--- config.mk ---
export PLATFORM = sky130hd
export DESIGN_NAME = alu_iter
export DESIGN_NICKNAME = d
export VERILOG_FILES = /design/src/rtl/alu_iter_pkg.sv /design/src/rtl/alu_iter_muldiv_iter.sv /design/src/rtl/alu_iter.sv
export SDC_FILE = /design/constraint.sdc
export NUM_CORES = 1
export LEC_CHECK = 0
export CAP_MARGIN = 20
export CORE_ASPECT_RATIO = 1.25
export CORE_MARGIN = 1
export CORE_UTILIZATION = 60
export DETAILED_ROUTE_END_ITERATION = 12
export HOLD_SLACK_MARGIN = 0.02
export PLACE_DENSITY_LB_ADDON = 0.15
export SLEW_MARGIN = 20
export SYNTH_ARGS = -nofsm -noshare
export SYNTH_HDL_FRONTEND = slang
export SYNTH_SLANG_ARGS = --single-unit
--- constraint.sdc ---
create_clock -name clk -period 7.6 [get_ports clk]
set_input_delay 1.52 -clock clk [delete_from_list [all_inputs] [get_ports clk]]
set_output_delay 1.52 -clock clk [all_outputs]
set_load 0.05 [all_outputs]
--- src/rtl/alu_iter_pkg.sv ---
// rtl/alu_iter_pkg.sv - shared types and single-cycle calculator for alu_iter
package lib_alu_iter;

    // Widest datapath the shared calculator handles; callers zero-extend into it.
    localparam int CALC_W = 64;
    localparam int SH_W   = 6;

    typedef enum logic [3:0] {
        OP_ADD   = 4'h0,
        OP_SUB   = 4'h1,
        OP_SLL   = 4'h2,
        OP_SRL   = 4'h3,
        OP_SRA   = 4'h4,
        OP_AND   = 4'h5,
        OP_OR    = 4'h6,
        OP_XOR   = 4'h7,
        OP_MUL   = 4'h8,
        OP_MULHU = 4'h9,
        OP_DIVU  = 4'hA,
        OP_REMU  = 4'hB
    } ALU_OP;

    typedef enum logic [1:0] {
        IDLE = 2'd0,
        BUSY = 2'd1,
        DONE = 2'd2
    } ALU_STATE;

    // Single-cycle result computed at width w; bits above w are forced to zero.
    function automatic logic [CALC_W-1:0] fn_calc_w(
        input logic [3:0]        op,
        input logic [CALC_W-1:0] a,
        input logic [CALC_W-1:0] b,
        input logic [SH_W-1:0]   sh,
        input int                w
    );
        logic [CALC_W-1:0] mask;
        logic [CALC_W-1:0] a_m;
        logic [CALC_W-1:0] a_se;
        logic [CALC_W-1:0] res;
        logic [SH_W-1:0]   msb;
        mask = (CALC_W'(1) << w) - CALC_W'(1);
        msb  = SH_W'(w - 1);
        a_m  = a & mask;
        a_se = a[msb] ? (a_m | ~mask) : a_m;
        case (op)
            OP_ADD:  res = a + b;
            OP_SUB:  res = a - b;
            OP_SLL:  res = a_m << sh;
            OP_SRL:  res = a_m >> sh;
            OP_SRA:  res = $unsigned($signed(a_se) >>> sh);
            OP_AND:  res = a & b;
            OP_OR:   res = a | b;
            OP_XOR:  res = a ^ b;
            default: res = '0;
        endcase
        return res & mask;
    endfunction

endpackage

--- src/rtl/alu_iter_muldiv_iter.sv ---
// rtl/alu_iter_muldiv_iter.sv - one-bit-per-cycle unsigned multiply / restoring divide
module muldiv_iter
    import lib_alu_iter::*;
#(
    parameter int XLEN = 32
) (
    input  logic            clk,
    input  logic            rst,
    input  logic            start,
    input  logic            step,
    input  ALU_OP           op,
    input  logic [XLEN-1:0] a,
    input  logic [XLEN-1:0] b,
    output logic            done,
    output logic [XLEN-1:0] result
);

    localparam int CW = $clog2(XLEN);

    logic [XLEN-1:0]   a_q, a_d;
    logic [XLEN-1:0]   b_q, b_d;
    logic [2*XLEN-1:0] acc_q, acc_d;
    logic [CW-1:0]     cnt_q, cnt_d;
    logic              is_div_q, is_div_d;
    logic              hi_q, hi_d;

    logic [XLEN:0]     rem_try;
    logic [XLEN:0]     diff;
    logic              qbit;
    logic [2*XLEN-1:0] mul_next;
    logic [2*XLEN-1:0] div_next;

    // a_q is shifted out MSB first in both modes: multiplier bits or dividend bits.
    always_comb begin
        a_d      = a_q;
        b_d      = b_q;
        acc_d    = acc_q;
        cnt_d    = cnt_q;
        is_div_d = is_div_q;
        hi_d     = hi_q;
        rem_try  = {acc_q[2*XLEN-1:XLEN], a_q[XLEN-1]};
        diff     = rem_try - {1'b0, b_q};
        qbit     = ~diff[XLEN];
        mul_next = {acc_q[2*XLEN-2:0], 1'b0} + (a_q[XLEN-1] ? {{XLEN{1'b0}}, b_q} : '0);
        div_next = {(qbit ? diff[XLEN-1:0] : rem_try[XLEN-1:0]), acc_q[XLEN-2:0], qbit};
        if (start) begin
            a_d      = a;
            b_d      = b;
            acc_d    = '0;
            cnt_d    = CW'(XLEN - 1);
            is_div_d = (op == OP_DIVU) || (op == OP_REMU);
            hi_d     = (op == OP_MULHU) || (op == OP_REMU);
        end else if (step) begin
            acc_d = is_div_q ? div_next : mul_next;
            a_d   = a_q << 1;
            cnt_d = cnt_q - 1'b1;
        end
    end

    assign done   = step && !start && (cnt_q == '0);
    assign result = hi_q ? acc_d[2*XLEN-1:XLEN] : acc_d[XLEN-1:0];

    // Operand, accumulator and step-counter registers.
    always_ff @(posedge clk or posedge rst) begin
        if (rst) begin
            a_q      <= '0;
            b_q      <= '0;
            acc_q    <= '0;
            cnt_q    <= '0;
            is_div_q <= 1'b0;
            hi_q     <= 1'b0;
        end else begin
            a_q      <= a_d;
            b_q      <= b_d;
            acc_q    <= acc_d;
            cnt_q    <= cnt_d;
            is_div_q <= is_div_d;
            hi_q     <= hi_d;
        end
    end

endmodule

--- src/rtl/alu_iter.sv ---
// rtl/alu_iter.sv - handshaked execute unit with iterative mul/div
module alu_iter
    import lib_alu_iter::*;
#(
    parameter int XLEN = 32,
    parameter int TAGW = 5,
    parameter int SHW  = $clog2(XLEN)
) (
    input  logic            clk,
    input  logic            rst,
    input  logic            flush,
    input  logic            in_valid,
    output logic            in_ready,
    input  logic [3:0]      in_op,
    input  logic [XLEN-1:0] in_a,
    input  logic [XLEN-1:0] in_b,
    input  logic [TAGW-1:0] in_tag,
    output logic            out_valid,
    input  logic            out_ready,
    output logic [XLEN-1:0] out_data,
    output logic [TAGW-1:0] out_tag,
    output logic            busy
);

    ALU_STATE        state_q, state_d;
    logic [XLEN-1:0] out_data_q, out_data_d;
    logic [TAGW-1:0] out_tag_q, out_tag_d;

    logic [CALC_W-1:0] calc_full;
    logic [XLEN-1:0]   calc_res;
    logic              accept;
    logic              is_iter;
    logic              md_start;
    logic              md_step;
    logic              md_done;
    logic [XLEN-1:0]   md_result;

    assign calc_full = fn_calc_w(in_op, CALC_W'(in_a), CALC_W'(in_b), SH_W'(in_b[SHW-1:0]), XLEN);
    assign calc_res  = calc_full[XLEN-1:0];

    generate
        if (XLEN < CALC_W) begin : g_calc_hi
            logic unused_calc_hi;
            assign unused_calc_hi = |calc_full[CALC_W-1:XLEN];
        end
    endgenerate

    assign in_ready  = (state_q == IDLE) && !flush;
    assign out_valid = (state_q == DONE);
    assign busy      = (state_q != IDLE);
    assign out_data  = out_data_q;
    assign out_tag   = out_tag_q;
    assign accept    = in_valid && in_ready;
    assign is_iter   = in_op[3] && !in_op[2];
    assign md_start  = accept && is_iter;
    assign md_step   = (state_q == BUSY);

    muldiv_iter #(.XLEN(XLEN)) u_muldiv (
        .clk    (clk),
        .rst    (rst),
        .start  (md_start),
        .step   (md_step),
        .op     (ALU_OP'(in_op)),
        .a      (in_a),
        .b      (in_b),
        .done   (md_done),
        .result (md_result)
    );

    // Next state and result capture; flush overrides every transition.
    always_comb begin
        state_d    = state_q;
        out_data_d = out_data_q;
        out_tag_d  = out_tag_q;
        if (flush) begin
            state_d = IDLE;
        end else begin
            case (state_q)
                IDLE: begin
                    if (accept) begin
                        out_tag_d = in_tag;
                        if (is_iter) begin
                            state_d = BUSY;
                        end else begin
                            out_data_d = calc_res;
                            state_d    = DONE;
                        end
                    end
                end
                BUSY: begin
                    if (md_done) begin
                        out_data_d = md_result;
                        state_d    = DONE;
                    end
                end
                DONE: begin
                    if (out_ready) begin
                        state_d = IDLE;
                    end
                end
                default: state_d = IDLE;
            endcase
        end
    end

    // State and output registers.
    always_ff @(posedge clk or posedge rst) begin
        if (rst) begin
            state_q    <= IDLE;
            out_data_q <= '0;
            out_tag_q  <= '0;
        end else begin
            state_q    <= state_d;
            out_data_q <= out_data_d;
            out_tag_q  <= out_tag_d;
        end
    end

endmodule

Word-level counts from Yosys, hierarchy flattened
Index checks and enable logic that the tools add are counted.
{ "totals": {"reg_bits": 174, "word_cells": 82, "output_inout_bits": 40, "in_bits": 78} }
{ "op_classes": {"add_sub_neg": 5, "mux": 22, "shift": 3, "n_eq_ne": 18, "reduce_logical": 20, "bitwise_logic": 5} }
{ "op_table": {"columns": ["op", "n"], "rows": [
  ["32-bit two-way mux", 8],
  ["64-bit two-way mux", 4],
  ["32-bit case mux with 8 select lines", 1],
  ["64-bit adder", 1],
  ["32-bit case mux with 2 select lines", 1],
  ["64-bit by 5-bit >>> shifter with 32-bit output", 1],
  ["33-bit by 32-bit subtractor with 33-bit output", 1],
  ["32-bit adder", 1],
  ["32-bit bitwise AND", 1],
  ["32-bit bitwise OR", 1],
  ["32-bit by 5-bit left shift with 32-bit output", 1],
  ["32-bit by 5-bit >> shifter with 32-bit output", 1],
  ["32-bit subtractor", 1],
  ["32-bit bitwise XOR", 1],
  ["4-bit by 3-bit == test with 1-bit output, second input constant", 4],
  ["4-bit == test, second input constant", 3],
  ["2-bit two-way mux", 5],
  ["5-bit two-way mux", 2],
  ["4-bit by 2-bit == test with 1-bit output, second input constant", 2],
  ["1-bit logical AND", 6],
  ["2-bit inequality test, second input constant", 3],
  ["3-bit inequality test, second input constant", 2],
  ["2-bit case mux with 3 select lines", 1],
  ["3-bit AND reduction", 2],
  ["13 further kinds", 19]
]} }

Logic depth before layout (Yosys ltp)
Gate-level depths: netlist (run 1).
{ "logic_depth": {"ltp_word": 10, "ltp_mapped": 21, "depth_no_buf": 18} }

Hierarchy
A second synthesis (run 1) with hierarchy kept.
{ "hier_totals": {"hier_cells": 2818, "area_unflattened_um2": 21779.6} }
{ "modules_own_cells": {"columns": ["module", "area_per_inst_um2", "cells_each", "seq_area_each_um2", "instances"], "rows": [
  ["muldiv_iter", 11478.5, 1463, 3378.2, 1],
  ["alu_iter", 10301.1, 1355, 975.9, 1]
]} }

Worst setup path before layout (run 1)
No wires, ideal clock.
{ "synth_path": {"path_type": "input to register", "startpoint": "input port in_b[0]", "endpoint": "register out_data_q[29], in the netlist out_data[29]", "setup_time_ns": 0.133, "t_required_ns": 7.467, "cell_stages": 19, "arrival_ns": 5.692, "slack_ns": 1.775, "path_buffers": 3, "cell_sequence": "buf_2 > inv_2 > buf_1 > clkbuf_1 > ha_1 > and2_1 > nand3_1 > o31ai_1 > xnor2_1 > ha_1 > a211oi_1 > o21ai_0 > a221o_1 > a211oi_1 > o21ai_0 > mux2i_1 > o211ai_1 > a2111oi_0 > nor2_1"} }
{ "synth_between": {"elab_chain_len": 5, "word_cells_on_any_way": 9, "cone_classes": "add/sub: 2; shift: 3; mux: 4"} }
{ "synth_lines": {"columns": ["item", "line_no", "source"], "rows": [
  ["from (decl)", "alu_iter.sv:16", "input logic [XLEN-1:0] in_b,"],
  ["32-bit subtractor (tied with other cells)", "alu_iter_pkg.sv:48", "OP_SUB: res = a - b;"],
  ["32-bit case mux with 8 select lines *", "alu_iter_pkg.sv:46", "case (op)"],
  ["32-bit two-way mux *", "alu_iter.sv:82", "if (is_iter) begin"],
  ["32-bit two-way mux *", "alu_iter.sv:80", "if (accept) begin"],
  ["32-bit case mux with 2 select lines *", "alu_iter.sv:78", "case (state_q)"],
  ["to (signal assigned)", "alu_iter.sv:114", "out_data_q <= out_data_d;"],
  ["to (decl)", "alu_iter.sv:26", "logic [XLEN-1:0] out_data_q, out_data_d;"]
]} }
Every way passes the cells marked *; elsewhere a longest branch is shown, timed or not. The select of a mux whose other input is x is not followed.
A chain may end at the register's enable or synchronous reset.

Worst setup path after layout (run 1)
{ "layout_path": {"startpoint": "input port in_op[3]", "endpoint": "register out_data_q[29], in the netlist out_data[29]"} }
{ "layout_between": {"elab_chain_len": 7, "word_cells_on_any_way": 23, "cone_classes": "eq/ne: 9; mux: 7; reduce/logical: 7"} }
{ "layout_lines": {"columns": ["item", "line_no", "source"], "rows": [
  ["from (decl)", "alu_iter.sv:14", "input logic [3:0] in_op,"],
  ["branches (longest 7 deep; another with 32-bit case mux with 8 select lines)", null, null]
]} }
Several ways; the timed one is not identified. The select of a mux whose other input is x is not followed.

==> flow_metrics.env, run 1 <==
export IMPL_run_status="finished clean"
export IMPL_whs_endpoint="u_muldiv.a_q[27]$_DFFE_PP0P_"
export IMPL_cp_cell_sequence="clkdlybuf4s50_1 > nor3_1 > buf_4 > and2_1 > a21oi_1 > xnor2_1 > ha_1 > o211ai_1 > a21oi_1 > o2111ai_1 > a211oi_1 > a211oi_1 > o21ai_0 > mux2i_1 > o211ai_1 > a2111oi_0 > nor2_1"
export IMPL_powerDensity_mw_per_mm2=297
export IMPL_dp_hpwl_um=64700
export IMPL_drive_gt1_share_pct=6.42
export IMPL_holdCritStartpoint="u_muldiv.a_q[27]$_DFFE_PP0P_"
export IMPL_dieArea_sq_mm=0.0352
export IMPL_clk_latency_ns=0.47
export IMPL_yosys_warnings=0
export IMPL_vias=23000
export IMPL_crit_buf_inv=2
export IMPL_syn_to_final_growth_pct=9.22
export IMPL_critPathMaxFanout=18
export IMPL_reg2reg_depth=15
export IMPL_period_share_pct=83.9
export IMPL_die_w_um=168
export IMPL_grt_pass1_wl_um=130000
export IMPL_rows=75
export IMPL_syn_avg_cell_area_sq_um=7.53
export IMPL_synth_area_sq_mm=0.0207
export IMPL_cts_root_buf="clkbuf_16"
export IMPL_reg2reg_from="u_muldiv.a_q[31]$_DFFE_PP0P_"
export IMPL_power_total_uw=6700
export IMPL_fin_crit_ns=6.38
export IMPL_maxSlewViolCount=0
export IMPL_grt_ovfl_total=0
export IMPL_core_area_sq_mm=0.0338
export IMPL_slowest_delay_ns=0.63
export IMPL_antenna_cells=0
export IMPL_initial_utilization_pct=61.2
export IMPL_synth_ff_type="dfrtp_1"
export IMPL_worstMarginPinSlew_ns=1.15
export IMPL_rsz0062_at_grt="false"
export IMPL_fin_setup_tns_ns=0
export IMPL_port_buffers=117
export IMPL_final_common_cell="nand2_1"
export IMPL_worstSetupEndpointType="flip-flop"
export IMPL_via_per_inst=7.23
export IMPL_hold_path_depth=2
export IMPL_async_flop_share_pct=100
export IMPL_drc=0
export IMPL_finalHoldViolations=0
export IMPL_post_cts_resized=0
export IMPL_drv_cap=0
export IMPL_ctsHoldBuffers=0
export IMPL_holdWs_ns=0.481
export IMPL_postCtsSetupBuffers=0
export IMPL_clk_path_buf_depth=2
export IMPL_die_height_um=209
export IMPL_critPathSlowestCell="and2_1"
export IMPL_required_ns=7.93
export IMPL_cts_tree="done"
export IMPL_timing_rr_end="out_data[23]$_DFFE_PP0P_"
export IMPL_synth_fp_nets=2989
export IMPL_r2r_slack_ns=2.22
export IMPL_critical_path_class="input port to flip-flop"
export IMPL_ys_seq_elements=174
export IMPL_drt_pass1_iter_count=9
export IMPL_synth_yosys_seq_area_share_pct=21.1
export IMPL_hp_class="flip-flop to flip-flop"
export IMPL_leakagePower_uw=0.00982
export IMPL_ant_nets=0
export IMPL_cp_top_family="compound AO/OA/AOI/OAI gates"
export IMPL_cts_sinks=174
export IMPL_crit_path_start_kind="input port"
export IMPL_fin_cells=3178
export IMPL_final_cell_mix="nand2_1 (358), nor2_1 (251), o21ai_0 (216)"
export IMPL_dpl_cell_count=3146
export IMPL_yosys_cell_types_count=93
export IMPL_gp_congestion=1.10
export IMPL_clock_fmax_mhz=157
export IMPL_ir_drop_uv=202
export IMPL_grt_max_degree=147
export IMPL_grt_usage_pct=49.1
export IMPL_htree_levels=4
export IMPL_dr_first_iter_drc_count=3358
export IMPL_setup_viol=0
export IMPL_io_pins=118
export IMPL_final_cell_area_sq_mm=0.0226
export IMPL_antenna_found_initial=2
export IMPL_cts_reportedPaths_clkPinSlew_ns=0.09
export IMPL_numCtsBuffers=17
export IMPL_grt_pass1_vias=22000
export IMPL_cp_arrival_ns=6.71
export IMPL_wirelength_um=86500
export IMPL_dpl_cell_area_sq_mm=0.0220
export IMPL_synth_edf_count=0
export IMPL_fin_nets=2986
export IMPL_clock_skew_final_ns=0.0162
export IMPL_wire_per_inst_um=27.2
export IMPL_slew_headroom_pct=23.3
export IMPL_synthCells=2745
==> state kept, by name, summed over array words and instances, names as in the netlist <==
signal	count
u_muldiv.acc_q	64
out_data	32
u_muldiv.a_q	32
u_muldiv.b_q	32
out_tag	5
u_muldiv.cnt_q	5
state_q	2
u_muldiv.hi_q	1
u_muldiv.is_div_q	1
==> logic make-up (layout without fill, tap and decap cells) <==
kind of cell               count (synthesis)  count (layout)  synth area share, %
and+or+nand+nor                          931             931                 20.2
AOI/OAI and AO/OA                        878             878                 27.7
buffers and inverters                    315             325                 6.04
DFF                                      174             174                 21.1
adders and majority gates                166             166                 10.2
muxes                                    148             148                 9.17
xor gates and xnor gates                 133             133                 5.64
==> cell usage after synthesis (9+ instances only) <==
master     number  area, sq um
nand2_1       358         1340
nor2_1        257          965
o21ai_0       216         1080
a21oi_1       203         1020
dfrtp_1       174         4350
ha_1          163         2040
clkbuf_1      134          503
inv_1         131          492
nand3_1        97          485
mux2i_1        88          881
xnor2_1        85          744
a22oi_1        60          450
xor2_1         48          420
nor3_1         46          230
a21o_1         39          293
a211oi_1       38          285
nand4_1        36          225
o211ai_1       36          270
a31oi_1        33          206
mux2_2         30          338
mux4_2         30          676
buf_2          26          130
o31ai_1        24          180
o22ai_1        23          144
a221oi_1       20          175
nand2b_1       19          119
and2_1         18          113
nor4_1         18          113
and3_1         17          106
o21a_1         16          120
o21bai_1       16          120
nor2b_1        15         93.8
o2111ai_1      15          131
buf_1          14         52.6
a22o_1         13          114
o221ai_1       13          114
or3_1          11         68.8
a41oi_1         9         78.8
==> through the flow <==
stage,setup slack (ns),utilization (%)
6_report,1.22,66.8
3_3_place_gp,0.953,65.0
3_5_place_dp,0.984,65.0
5_1_grt,1.00,66.8
2_1_floorplan,1.36,-
4_1_cts,1.43,66.8
==> area by class of cell <==
class                      count  area, sq um
inverter                     135          512
multi-input combinational   2256        15100
clock inverter                13          135
sequential                   174         4360
clock buffer                  19          453
fill                        2892        11200
tap                          423          529
timing repair buffer         158         1470
==> worst max path at each step <==
| stage | slack [ns] | cells past startpoint | start | endpoint |
|---|---|---|---|---|
| after floorplan | 1.36 | 1 | rst | out_data[0]$_DFFE_PP0P_ |
| after global placement | 0.95 | 15 | in_b[6] | out_data[29]$_DFFE_PP0P_ |
| after detailed placement | 0.98 | 15 | in_b[6] | out_data[29]$_DFFE_PP0P_ |
| after CTS | 1.43 | 16 | in_b[6] | out_data[29]$_DFFE_PP0P_ |
| after global routing | 1.00 | 17 | in_op[3] | out_data[29]$_DFFE_PP0P_ |
| final | 1.22 | 17 | in_op[3] | out_data[29]$_DFFE_PP0P_ |
==> power breakdown <==
part,switching (uW),total [uW],leakage (uW),internal [uW]
Clock,476,932,0.000287,456
Combinational,2630,4110,0.00733,1480
Sequential,399,1660,0.00220,1260
==> worst min-delay path, delay by kind of cell (launching register included) <==
| family | cells | cell delay (ns) |
|---|---|---|
| simple gates | 2 | 0.11 |
| flops | 1 | 0.35 |
==> layer usage <==
layer  vias up  wire [um]  track usage (%)
met5         -         27                0
met4         4       8250             39.4
met3       479       8710             9.33
met2      1712      38900             79.0
met1     10700      30500             57.3
li1      10000          -                -
(Power assumes the default switching activity.)
==> inputs of run 2 (changes only) <==
--- a/config.mk
+++ b/config.mk
@@ -8,7 +8,7 @@
 export CAP_MARGIN = 20
 export CORE_ASPECT_RATIO = 1.25
 export CORE_MARGIN = 1
-export CORE_UTILIZATION = 60
+export CORE_UTILIZATION = 56
 export DETAILED_ROUTE_END_ITERATION = 12
 export HOLD_SLACK_MARGIN = 0.02
 export PLACE_DENSITY_LB_ADDON = 0.15
==> constraint.sdc (replaced) <==
create_clock -name clk -period 5.15 [get_ports clk]
set_input_delay 1.03 -clock clk [delete_from_list [all_inputs] [get_ports clk]]
set_output_delay 1.03 -clock clk [all_outputs]
set_load 0.05 [all_outputs]
==> flow_metrics.env, run 2 (same netlist as run 1, synthesis figures left out) <==
export IMPL_dr_first_iter_drc_count=3072
export IMPL_clock_skew_final_ns=0.0159
export IMPL_numCtsBuffers=17
export IMPL_cts_root_buf="clkbuf_16"
export IMPL_grt_max_degree=94
export IMPL_finalHoldViolations=0
export IMPL_run_status="finished clean"
export IMPL_crit_path_start_kind="input port"
export IMPL_ant_nets=0
export IMPL_slew_headroom_pct=25.5
export IMPL_initial_utilization_pct=56.9
export IMPL_fin_crit_ns=5.15
export IMPL_dpl_cell_count=3364
export IMPL_maxSlewViolCount=0
export IMPL_fin_setup_tns_ns=0
export IMPL_gp_congestion=1.12
export IMPL_critical_path_class="input port to flip-flop"
export IMPL_clock_fmax_mhz=194
export IMPL_setup_ws_ns=0.00390
export IMPL_vias=23800
export IMPL_pre_cts_slack_ns=-0.784
export IMPL_hp_class="flip-flop to flip-flop"
export IMPL_final_common_cell="nand2_1"
export IMPL_antenna_found_initial=5
export IMPL_critPathMaxFanout=6
export IMPL_fin_util_pct=66.0
export IMPL_drive_gt1_share_pct=11.7
export IMPL_ctsHoldBuffers=0
export IMPL_setup_viol=0
export IMPL_worstMarginPinSlew_ns=1.11
export IMPL_powerDensity_mw_per_mm2=426
export IMPL_fin_cells=3396
export IMPL_antenna_cells=0
export IMPL_wire_per_inst_um=27.6
export IMPL_clk_latency_ns=0.50
export IMPL_grt_pass1_vias=23100
export IMPL_drv_cap=0
export IMPL_syn_to_final_growth_pct=16.0
export IMPL_r2r_slack_ns=0.40
export IMPL_largest_register="u_muldiv.acc_q"
export IMPL_ir_drop_uv=266
export IMPL_port_buffers=117
export IMPL_io_pins=118
export IMPL_cts_reportedPaths_clkPinSlew_ns=0.08
export IMPL_cts_tree="done"
export IMPL_drt_pass1_iter_count=7
export IMPL_n_fill_cell=3175
export IMPL_clk_path_buf_depth=2
export IMPL_final_cell_mix="nand2_1 (358), nor2_1 (253), o21ai_0 (214)"
export IMPL_grt_pass1_wl_um=139000
export IMPL_dp_hpwl_um=72500
export IMPL_worstSetupEndpointType="flip-flop"
export IMPL_grt_ovfl_total=0
export IMPL_period_share_pct=99.9
export IMPL_htree_levels=4
export IMPL_cp_arrival_ns=5.53
export IMPL_largest_register_ffs=64
export IMPL_fin_nets=3147
export IMPL_via_per_inst=7.02
export IMPL_leakagePower_uw=0.0106
export IMPL_dieArea_sq_mm=0.0377
export IMPL_rows=78
export IMPL_required_ns=5.53
export IMPL_drc=0
export IMPL_die_height_um=217
export IMPL_core_area_sq_mm=0.0363
export IMPL_wirelength_um=93600
export IMPL_die_w_um=174
export IMPL_grt_usage_pct=49.0
export IMPL_cts_sinks=174
[run 2: what timing repair did]
item / 4_1_cts / 5_1_grt
resized for setup: 1 / 8
buffers inserted: 0 / 0
endpoints found under the setup margin: 8 / 9
[run 2: through the flow]
stage / area [sq um] / total power, uW / hold slack, ns
final: 24000 / 10200 / 0.480
after global routing: 24000 / 10700 / 0.495
after CTS: 23900 / 9940 / 0.484
after detailed placement: 23300 / 8480 / 0.464
after global placement: 23300 / 8300 / 0.459
after floorplan: 20700 / 6550 / 0.447
[run 2: where the power goes]
part	switching [uW]	total, uW	leakage [uW]	internal [uW]
Combinational	4040	6350	0.00812	2320
Sequential	570	2430	0.00220	1860
Clock	757	1440	0.000307	682
[run 2: per-layer routing]
layer	vias up	track usage, %	part of all wire (%)
met5	-	0	0.051
met4	8	43.8	10
met3	518	9.78	9.4
met2	1670	78.7	46
met1	11300	55.4	35
li1	10400	-	-
[run 2: area by class of cell]
type / count / area, sq um / share of cell area [%]
clock buffers: 17 / 425 / 1.77
flip-flops and latches: 174 / 4360 / 18.2
inverters: 135 / 510 / 2.13
repair buffers: 319 / 2730 / 11.4
multi-input cells: 2256 / 15100 / 63.2
clock inverters: 15 / 209 / 0.872
well taps: 480 / 601 / 2.51
[run 2: final timing paths]
kind                                              start  cells after the start                      endpoint
max                                            in_op[3]                     19      out_data[27]$_DFFE_PP0P_
min reg2reg                u_muldiv.a_q[28]$_DFFE_PP0P_                      2  u_muldiv.a_q[28]$_DFFE_PP0P_
min                        u_muldiv.a_q[28]$_DFFE_PP0P_                      2  u_muldiv.a_q[28]$_DFFE_PP0P_
min in group asynchronous                           rst                      2        out_tag[0]$_DFFE_PP0P_
max in group asynchronous                           rst                      3      out_data[17]$_DFFE_PP0P_
max reg2reg                u_muldiv.a_q[31]$_DFFE_PP0P_                     15      out_data[27]$_DFFE_PP0P_
[run 2: critical path, stage by stage]
cell             delay (ns)
clkdlybuf4s50_1        0.46
nor3_4                 0.42
and2_1                 0.24
buf_12                 0.12
nor2_1                 0.05
xnor2_1                0.15
ha_1                   0.34
o211ai_1               0.10
a21oi_1                0.23
o2111ai_1              0.16
buf_4                  0.17
a211oi_1               0.63
a211oi_2               0.23
buf_4                  0.20
o211a_1                0.21
o21a_1                 0.17
a211oi_1               0.21
o21ai_0                0.14
o221a_2                0.28
